File: src/rtl/control_unit_if.sv
// control_unit_if: instruction/halt inputs and every datapath strobe of the control unit.
interface control_unit_if;
  logic [31:0] IR;
  logic Stop, Run, illegal_op;
  logic [4:0] alu_op;
  logic PCout, Zlowout, ZHighout, MDRout, Cout, BAout, Rout;
  logic MARin, PCin, MDRin, IRin, Yin, ZLowIn, ZHighIn, HIin, LOin, Rin;
  logic Gra, Grb, Grc, IncPC, Read, Write;
  modport master (
    input  IR, Stop,
    output Run, illegal_op, alu_op, PCout, Zlowout, ZHighout, MDRout, Cout, BAout, Rout,
           MARin, PCin, MDRin, IRin, Yin, ZLowIn, ZHighIn, HIin, LOin, Rin,
           Gra, Grb, Grc, IncPC, Read, Write
  );
  modport slave (
    output IR, Stop,
    input  Run, illegal_op, alu_op, PCout, Zlowout, ZHighout, MDRout, Cout, BAout, Rout,
           MARin, PCin, MDRin, IRin, Yin, ZLowIn, ZHighIn, HIin, LOin, Rin,
           Gra, Grb, Grc, IncPC, Read, Write
  );
endinterface

File: src/rtl/control_unit.sv
// control_unit: hardwired Moore sequencer; fetch T0-T2, opcode-specific execute T3-T7, registered strobes.
module control_unit (
  input  logic           Clock,
  input  logic           Clear,
  control_unit_if.master cu
);
  localparam int OP_W = 5;
  localparam int IR_W = 32;
  localparam logic [OP_W-1:0] OP_LD = 5'b00000, OP_LDI = 5'b00001, OP_ST = 5'b00010;
  localparam logic [OP_W-1:0] OP_ADD = 5'b00011, OP_AND = 5'b01001, OP_OR = 5'b01010;
  localparam logic [OP_W-1:0] OP_ANDI = 5'b01101, OP_ORI = 5'b01110;
  localparam logic [OP_W-1:0] OP_MUL = 5'b01111, OP_DIV = 5'b10000, OP_NEG = 5'b10001, OP_NOT = 5'b10010;
  localparam logic [OP_W-1:0] OP_NOP = 5'b11010, OP_HALT = 5'b11011;
  typedef enum logic [3:0] {RST, T0, T1, T2, T3, T4, T5, T6, T7, HALT} state_t;
  typedef struct packed {
    logic pc_out, zlo_out, zhi_out, mdr_out, c_out, ba_out, r_out;
    logic mar_in, pc_in, mdr_in, ir_in, y_in, zlo_in, zhi_in, hi_in, lo_in, r_in;
    logic gra, grb, grc, inc_pc, read, write, illegal_op, run;
    logic [OP_W-1:0] alu_op;
  } ctl_t;
  state_t state_q, state_d;
  logic [OP_W-1:0] op_q, op_d, op_in;
  ctl_t ctl_q, ctl_d;
  logic unused_ir;
  assign unused_ir = ^cu.IR[IR_W-OP_W-1:0];
  function automatic logic is_mem(logic [OP_W-1:0] op);
    return op == OP_LD || op == OP_LDI || op == OP_ST;
  endfunction
  function automatic logic is_rtype(logic [OP_W-1:0] op);
    return op >= OP_ADD && op <= 5'b01011;
  endfunction
  function automatic logic is_imm(logic [OP_W-1:0] op);
    return op >= 5'b01100 && op <= OP_ORI;
  endfunction
  function automatic logic is_muldiv(logic [OP_W-1:0] op);
    return op == OP_MUL || op == OP_DIV;
  endfunction
  function automatic logic is_unary(logic [OP_W-1:0] op);
    return op == OP_NEG || op == OP_NOT;
  endfunction
  // Undefined opcodes end in T3 so they retire like a one-step nop.
  function automatic state_t last_step(logic [OP_W-1:0] op);
    return (op == OP_LD || op == OP_ST) ? T7 :
           is_muldiv(op) ? T6 :
           (is_rtype(op) || is_imm(op) || op == OP_LDI) ? T5 :
           is_unary(op) ? T4 : T3;
  endfunction
  function automatic ctl_t decode(state_t s, logic [OP_W-1:0] op);
    ctl_t c;
    c = '0;
    c.run = s != RST && s != HALT;
    case (s)
      T0: begin c.pc_out = 1'b1; c.mar_in = 1'b1; c.inc_pc = 1'b1; c.zlo_in = 1'b1; end
      T1: begin c.zlo_out = 1'b1; c.pc_in = 1'b1; c.read = 1'b1; c.mdr_in = 1'b1; end
      T2: begin c.mdr_out = 1'b1; c.ir_in = 1'b1; end
      T3:
        if (is_unary(op)) begin
          c.grb = 1'b1; c.r_out = 1'b1; c.alu_op = op; c.zlo_in = 1'b1;
        end else if (is_muldiv(op)) begin
          c.gra = 1'b1; c.r_out = 1'b1; c.y_in = 1'b1;
        end else if (is_mem(op) || is_rtype(op) || is_imm(op)) begin
          c.grb = 1'b1; c.y_in = 1'b1; c.ba_out = is_mem(op); c.r_out = !is_mem(op);
        end else
          c.illegal_op = 1'b1;
      T4:
        if (is_unary(op)) begin
          c.zlo_out = 1'b1; c.gra = 1'b1; c.r_in = 1'b1;
        end else if (is_muldiv(op)) begin
          c.grb = 1'b1; c.r_out = 1'b1; c.alu_op = op; c.zlo_in = 1'b1; c.zhi_in = 1'b1;
        end else if (is_rtype(op)) begin
          c.grc = 1'b1; c.r_out = 1'b1; c.alu_op = op; c.zlo_in = 1'b1;
        end else begin
          c.c_out = 1'b1; c.zlo_in = 1'b1;
          c.alu_op = op == OP_ANDI ? OP_AND : op == OP_ORI ? OP_OR : OP_ADD;
        end
      T5: begin
        c.zlo_out = 1'b1;
        if (is_muldiv(op)) c.lo_in = 1'b1;
        else if (op == OP_LD || op == OP_ST) c.mar_in = 1'b1;
        else begin c.gra = 1'b1; c.r_in = 1'b1; end
      end
      T6:
        if (is_muldiv(op)) begin
          c.zhi_out = 1'b1; c.hi_in = 1'b1;
        end else if (op == OP_LD) begin
          c.read = 1'b1; c.mdr_in = 1'b1;
        end else begin
          c.gra = 1'b1; c.r_out = 1'b1; c.mdr_in = 1'b1;
        end
      T7:
        if (op == OP_LD) begin
          c.mdr_out = 1'b1; c.gra = 1'b1; c.r_in = 1'b1;
        end else
          c.write = 1'b1;
      default: ;
    endcase
    return c;
  endfunction
  always_comb begin
    op_in = cu.IR[IR_W-1 -: OP_W];
    op_d = op_q;
    state_d = state_q;
    case (state_q)
      RST: state_d = T0;
      T0: state_d = T1;
      T1: state_d = T2;
      T2: begin
        op_d = op_in;
        state_d = op_in == OP_HALT ? HALT : op_in == OP_NOP ? (cu.Stop ? HALT : T0) : T3;
      end
      HALT: state_d = HALT;
      default: state_d = state_q == last_step(op_q) ? (cu.Stop ? HALT : T0) : state_t'(state_q + 4'd1);
    endcase
    ctl_d = decode(state_d, op_d);
  end
  always_ff @(posedge Clock) begin
    if (Clear) begin
      state_q <= RST;
      op_q <= '0;
      ctl_q <= '0;
    end else begin
      state_q <= state_d;
      op_q <= op_d;
      ctl_q <= ctl_d;
    end
  end
  assign {cu.PCout, cu.Zlowout, cu.ZHighout, cu.MDRout, cu.Cout, cu.BAout, cu.Rout,
          cu.MARin, cu.PCin, cu.MDRin, cu.IRin, cu.Yin, cu.ZLowIn, cu.ZHighIn, cu.HIin, cu.LOin, cu.Rin,
          cu.Gra, cu.Grb, cu.Grc, cu.IncPC, cu.Read, cu.Write, cu.illegal_op, cu.Run, cu.alu_op} = ctl_q;
endmodule

File: src/flat_wrapper.sv
// flat-port wrapper written by rule: the top's interface ports become plain ports
module control_unit_flat 
  (Clock, Clear, cu_IR, cu_Stop, cu_Run, cu_illegal_op, cu_alu_op, cu_PCout, cu_Zlowout, cu_ZHighout, cu_MDRout, cu_Cout, cu_BAout, cu_Rout, cu_MARin, cu_PCin, cu_MDRin, cu_IRin, cu_Yin, cu_ZLowIn, cu_ZHighIn, cu_HIin, cu_LOin, cu_Rin, cu_Gra, cu_Grb, cu_Grc, cu_IncPC, cu_Read, cu_Write);
  control_unit_if cu_i ();
  input  logic Clock;
  input  logic Clear;
  input wire logic [$bits(cu_i.IR)-1:0] cu_IR;
  input wire logic [$bits(cu_i.Stop)-1:0] cu_Stop;
  output wire logic [$bits(cu_i.Run)-1:0] cu_Run;
  output wire logic [$bits(cu_i.illegal_op)-1:0] cu_illegal_op;
  output wire logic [$bits(cu_i.alu_op)-1:0] cu_alu_op;
  output wire logic [$bits(cu_i.PCout)-1:0] cu_PCout;
  output wire logic [$bits(cu_i.Zlowout)-1:0] cu_Zlowout;
  output wire logic [$bits(cu_i.ZHighout)-1:0] cu_ZHighout;
  output wire logic [$bits(cu_i.MDRout)-1:0] cu_MDRout;
  output wire logic [$bits(cu_i.Cout)-1:0] cu_Cout;
  output wire logic [$bits(cu_i.BAout)-1:0] cu_BAout;
  output wire logic [$bits(cu_i.Rout)-1:0] cu_Rout;
  output wire logic [$bits(cu_i.MARin)-1:0] cu_MARin;
  output wire logic [$bits(cu_i.PCin)-1:0] cu_PCin;
  output wire logic [$bits(cu_i.MDRin)-1:0] cu_MDRin;
  output wire logic [$bits(cu_i.IRin)-1:0] cu_IRin;
  output wire logic [$bits(cu_i.Yin)-1:0] cu_Yin;
  output wire logic [$bits(cu_i.ZLowIn)-1:0] cu_ZLowIn;
  output wire logic [$bits(cu_i.ZHighIn)-1:0] cu_ZHighIn;
  output wire logic [$bits(cu_i.HIin)-1:0] cu_HIin;
  output wire logic [$bits(cu_i.LOin)-1:0] cu_LOin;
  output wire logic [$bits(cu_i.Rin)-1:0] cu_Rin;
  output wire logic [$bits(cu_i.Gra)-1:0] cu_Gra;
  output wire logic [$bits(cu_i.Grb)-1:0] cu_Grb;
  output wire logic [$bits(cu_i.Grc)-1:0] cu_Grc;
  output wire logic [$bits(cu_i.IncPC)-1:0] cu_IncPC;
  output wire logic [$bits(cu_i.Read)-1:0] cu_Read;
  output wire logic [$bits(cu_i.Write)-1:0] cu_Write;
  assign cu_i.IR = cu_IR;
  assign cu_i.Stop = cu_Stop;
  assign cu_Run = cu_i.Run;
  assign cu_illegal_op = cu_i.illegal_op;
  assign cu_alu_op = cu_i.alu_op;
  assign cu_PCout = cu_i.PCout;
  assign cu_Zlowout = cu_i.Zlowout;
  assign cu_ZHighout = cu_i.ZHighout;
  assign cu_MDRout = cu_i.MDRout;
  assign cu_Cout = cu_i.Cout;
  assign cu_BAout = cu_i.BAout;
  assign cu_Rout = cu_i.Rout;
  assign cu_MARin = cu_i.MARin;
  assign cu_PCin = cu_i.PCin;
  assign cu_MDRin = cu_i.MDRin;
  assign cu_IRin = cu_i.IRin;
  assign cu_Yin = cu_i.Yin;
  assign cu_ZLowIn = cu_i.ZLowIn;
  assign cu_ZHighIn = cu_i.ZHighIn;
  assign cu_HIin = cu_i.HIin;
  assign cu_LOin = cu_i.LOin;
  assign cu_Rin = cu_i.Rin;
  assign cu_Gra = cu_i.Gra;
  assign cu_Grb = cu_i.Grb;
  assign cu_Grc = cu_i.Grc;
  assign cu_IncPC = cu_i.IncPC;
  assign cu_Read = cu_i.Read;
  assign cu_Write = cu_i.Write;
  control_unit u_core (.Clock(Clock), .Clear(Clear), .cu(cu_i));
endmodule
File: config.mk
export PLATFORM = sky130hd
export DESIGN_NAME = control_unit_flat
export DESIGN_NICKNAME = d
export VERILOG_FILES = /design/src/rtl/control_unit_if.sv /design/src/rtl/control_unit.sv /design/src/flat_wrapper.sv
export SDC_FILE = /design/constraint.sdc
export NUM_CORES = 1
export LEC_CHECK = 0
export CAP_MARGIN = 20
export CORE_MARGIN = 3
export CORE_UTILIZATION = 50
export CTS_CLUSTER_DIAMETER = 30
export DETAILED_ROUTE_END_ITERATION = 10
export GPL_TIMING_DRIVEN = 0
export HOLD_SLACK_MARGIN = 0.06
export PLACE_DENSITY_LB_ADDON = 0.05
export SETUP_SLACK_MARGIN = 0.5
export SKIP_LAST_GASP = 1
export SLEW_MARGIN = 20
export SYNTH_ARGS = -nofsm -noshare
export SYNTH_HDL_FRONTEND = slang
export SYNTH_SLANG_ARGS = --single-unit
File: constraint.sdc
create_clock -name Clock -period 6.75 [get_ports Clock]
set_input_delay 1.6875 -clock Clock [delete_from_list [all_inputs] [get_ports Clock]]
set_output_delay 1.6875 -clock Clock [all_outputs]
set_load 0.01 [all_outputs]
==> impl_metrics.env <==
export IMPL_routed_via_count=1882
export IMPL_syn_cell_area_um2=2090
export IMPL_syn_nets=267
export IMPL_sequentialPowerShare=0.256
export IMPL_avgSynthCellArea_um2=9.18
export IMPL_drtAntennaViolNets=0
export IMPL_cts_root_buf="clkbuf_8"
export IMPL_hold_viol=0
export IMPL_initial_core_util=0.543
export IMPL_grt_first_pass_wirelength_um=8500
export IMPL_met2_usage=0.323
export IMPL_post_cts_resized=0
export IMPL_routed_wl_um=4920
export IMPL_fmax_mhz=246
export IMPL_netlist_top_cells_area="dfxtp_1, mux2i_1, nor2_1"
export IMPL_rsz0062_at_grt="false"
export IMPL_power_density_nw_per_um2=423
export IMPL_wl_per_cell_um=15.3
export IMPL_synth_top_area_frac=0.354
export IMPL_die_w_um=70.7
export IMPL_routabilityCongestion=0.888
export IMPL_num_rows=22
export IMPL_io_buffer_count=37
export IMPL_gr_usage_met1=0.285
export IMPL_cts_htree_levels=2
export IMPL_period_minus_slack_ps=4070
export IMPL_grt_busiest_layer="met2"
export IMPL_clock_path_buffers=2
export IMPL_holdBufCountCts=0
export IMPL_grt_max_degree=12
export IMPL_pre_cts_slack_ps=2430
export IMPL_ir_drop_mv=0.274
export IMPL_clock_latency_ps=280
export IMPL_routed_via_density=5.86
export IMPL_async_reset_ff_frac=0
export IMPL_nFillCells=336
export IMPL_crit_fanout=7
export IMPL_combPwrFrac=0.595
export IMPL_max_slew_margin=0.529
export IMPL_ff2ff_setup_slack_ps=3550
export IMPL_seq_area_frac_synth=0.354
export IMPL_finalClockSkew_ps=2.76
export IMPL_leakage_uw=0.00101
export IMPL_power_switching_share=0.429
export IMPL_outcome="finished, final reports clean"
export IMPL_drt_pass1_iterations=4
export IMPL_numCtsBuffers=5
export IMPL_final_util=0.681
export IMPL_gr_total_overflow=0
export IMPL_worst_endpoint_arrival_ps=4210
export IMPL_synth_edf_count=0
export IMPL_tightest_slew_ps=704
export IMPL_tns_ps=0
export IMPL_finalNetCount=311
export IMPL_dp_hpwl_um=3770
export IMPL_use_met3=0.0554
export IMPL_worst_setup_path_start_kind="input pin"
export IMPL_ys_warn_count=0
export IMPL_syn_to_final_growth_pct=25.4
export IMPL_top_level_ports=65
export IMPL_timing_final_setup_violations=0
export IMPL_slew_viol_final=0
export IMPL_switchingPower_uw=476
export IMPL_tritoncts="yes"
export IMPL_post_cts_buffers=0
export IMPL_dieArea_um2=5000
export IMPL_yosysTopAreaCell="dfxtp_1"
export IMPL_grtUsageTotal=0.209
export IMPL_power_uw=1110
export IMPL_antenna_found_initial=0
export IMPL_synth_main_ff_cell="dfxtp_1"
export IMPL_synth_distinct_cells=62
export IMPL_drive_above_1_share=0.150
export IMPL_drtIter0Drc=151
export IMPL_setup_ws_ps=2680
export IMPL_core_um2=3850
export IMPL_synthCells=228
export IMPL_clk_pin_slew_ps=70
export IMPL_critPathRequiredTime_ps=6900
export IMPL_grt_pass1_vias=1814
export IMPL_worstSetupPathType="input pin to flip-flop"
export IMPL_finalCritPeriodShare=0.602
export IMPL_end_kind="flip-flop"
export IMPL_min_path_type="flip-flop to flip-flop"
export IMPL_antenna_cells=0
export IMPL_synth_ff_latch_count=37
export IMPL_clockPowerShare=0.149
export IMPL_drcViolationCount=0
export IMPL_die_h_um=70.7
export IMPL_p_int_uw=633
export IMPL_cts_sinks=37
export IMPL_drv_cap=0
synthesized netlist by cell type (3+ instances only):
cell	n
nor2b_1	4
nand3_1	6
nor3_1	5
buf_6	3
a21oi_1	8
o21ai_0	5
nor4_1	4
dfxtp_1	37
ha_1	4
o32ai_1	3
mux2i_1	12
nor3b_1	3
buf_4	4
inv_1	6
xnor2_1	6
clkbuf_8	4
or3_1	3
buf_2	3
nor2_1	29
nand2_1	22
a2bb2oi_1	3
cell usage in the layout, fill, tap and decap left out, types with 3 or more instances in the layout:
| master | n |
|---|---|
| nor3_1 | 5 |
| nor4_1 | 4 |
| buf_6 | 3 |
| nor3b_1 | 3 |
| nand2_1 | 22 |
| or3_1 | 3 |
| inv_1 | 6 |
| nor2b_1 | 4 |
| buf_2 | 3 |
| o32ai_1 | 3 |
| a2bb2oi_1 | 3 |
| a21oi_1 | 8 |
| xnor2_1 | 6 |
| mux2i_1 | 12 |
| o21ai_0 | 5 |
| clkbuf_8 | 11 |
| ha_1 | 4 |
| dfxtp_1 | 37 |
| nor2_1 | 29 |
| nand3_1 | 6 |
| buf_4 | 4 |
| clkdlybuf4s50_1 | 37 |
final timing paths:
check,from,endpoint,depth (start not counted)
min,u_core.op_q[3],u_core.op_q[3],3
max reg2reg,u_core.state_q[0],u_core.cu.Grc,9
min reg2reg,u_core.op_q[3],u_core.op_q[3],3
max,cu_IR[29],u_core.cu.Gra,8
cell type report:
class | instances | area (um^2) | share of cell area
plain buffers | 17 | 146 | 0.0558
repair buffers | 37 | 370 | 0.141
well taps | 48 | 60.1 | 0.0229
multi-input cells | 168 | 1180 | 0.451
clock buffers | 7 | 96.3 | 0.0367
inverters | 6 | 22.5 | 0.00858
clock inverters | 1 | 5.00 | 0.00191
flip-flops and latches | 37 | 741 | 0.282
per-stage QoR:
stage	hold WS, ps	area, um^2	instances
after CTS	710	2630	321
after global routing	756	2630	321
after floorplan	610	2090	228
after detailed placement	687	2520	313
final	712	2630	321
after global placement	673	2520	313
cells by family after synthesis:
| logic type | share of synthesized area |
|---|---|
| AOI/OAI and AO/OA | 0.171 |
| muxes | 0.0681 |
| adders and majority gates | 0.0239 |
| xor gates and xnor gates | 0.0293 |
| and+or+nand+nor | 0.273 |
| buffers and inverters | 0.0807 |
| DFF | 0.354 |
power groups by stage:
| stage | sequential, uW | combinational, uW | clock (uW) |
|---|---|---|---|
| after floorplan | 297 | 472 | 0 |
| after global placement | 288 | 641 | 0 |
| after detailed placement | 289 | 650 | 0 |
| after CTS | 284 | 654 | 170 |
| after global routing | 290 | 721 | 178 |
| final | 284 | 660 | 165 |
metal layers:
layer,share of wire,wire [um]
met1,0.46,2280
met4,0.012,58
met2,0.46,2270
met3,0.063,308
met5,0,0
worst max-delay path, stage by stage:
cell	delay (ps)
clkdlybuf4s50_1	540
nand4b_1	200
mux2i_1	90
or4b_2	660
a2bb2oi_1	570
nor2_1	180
nand3_1	170
a311oi_2	110
Power figures use the tool's default switching activity.
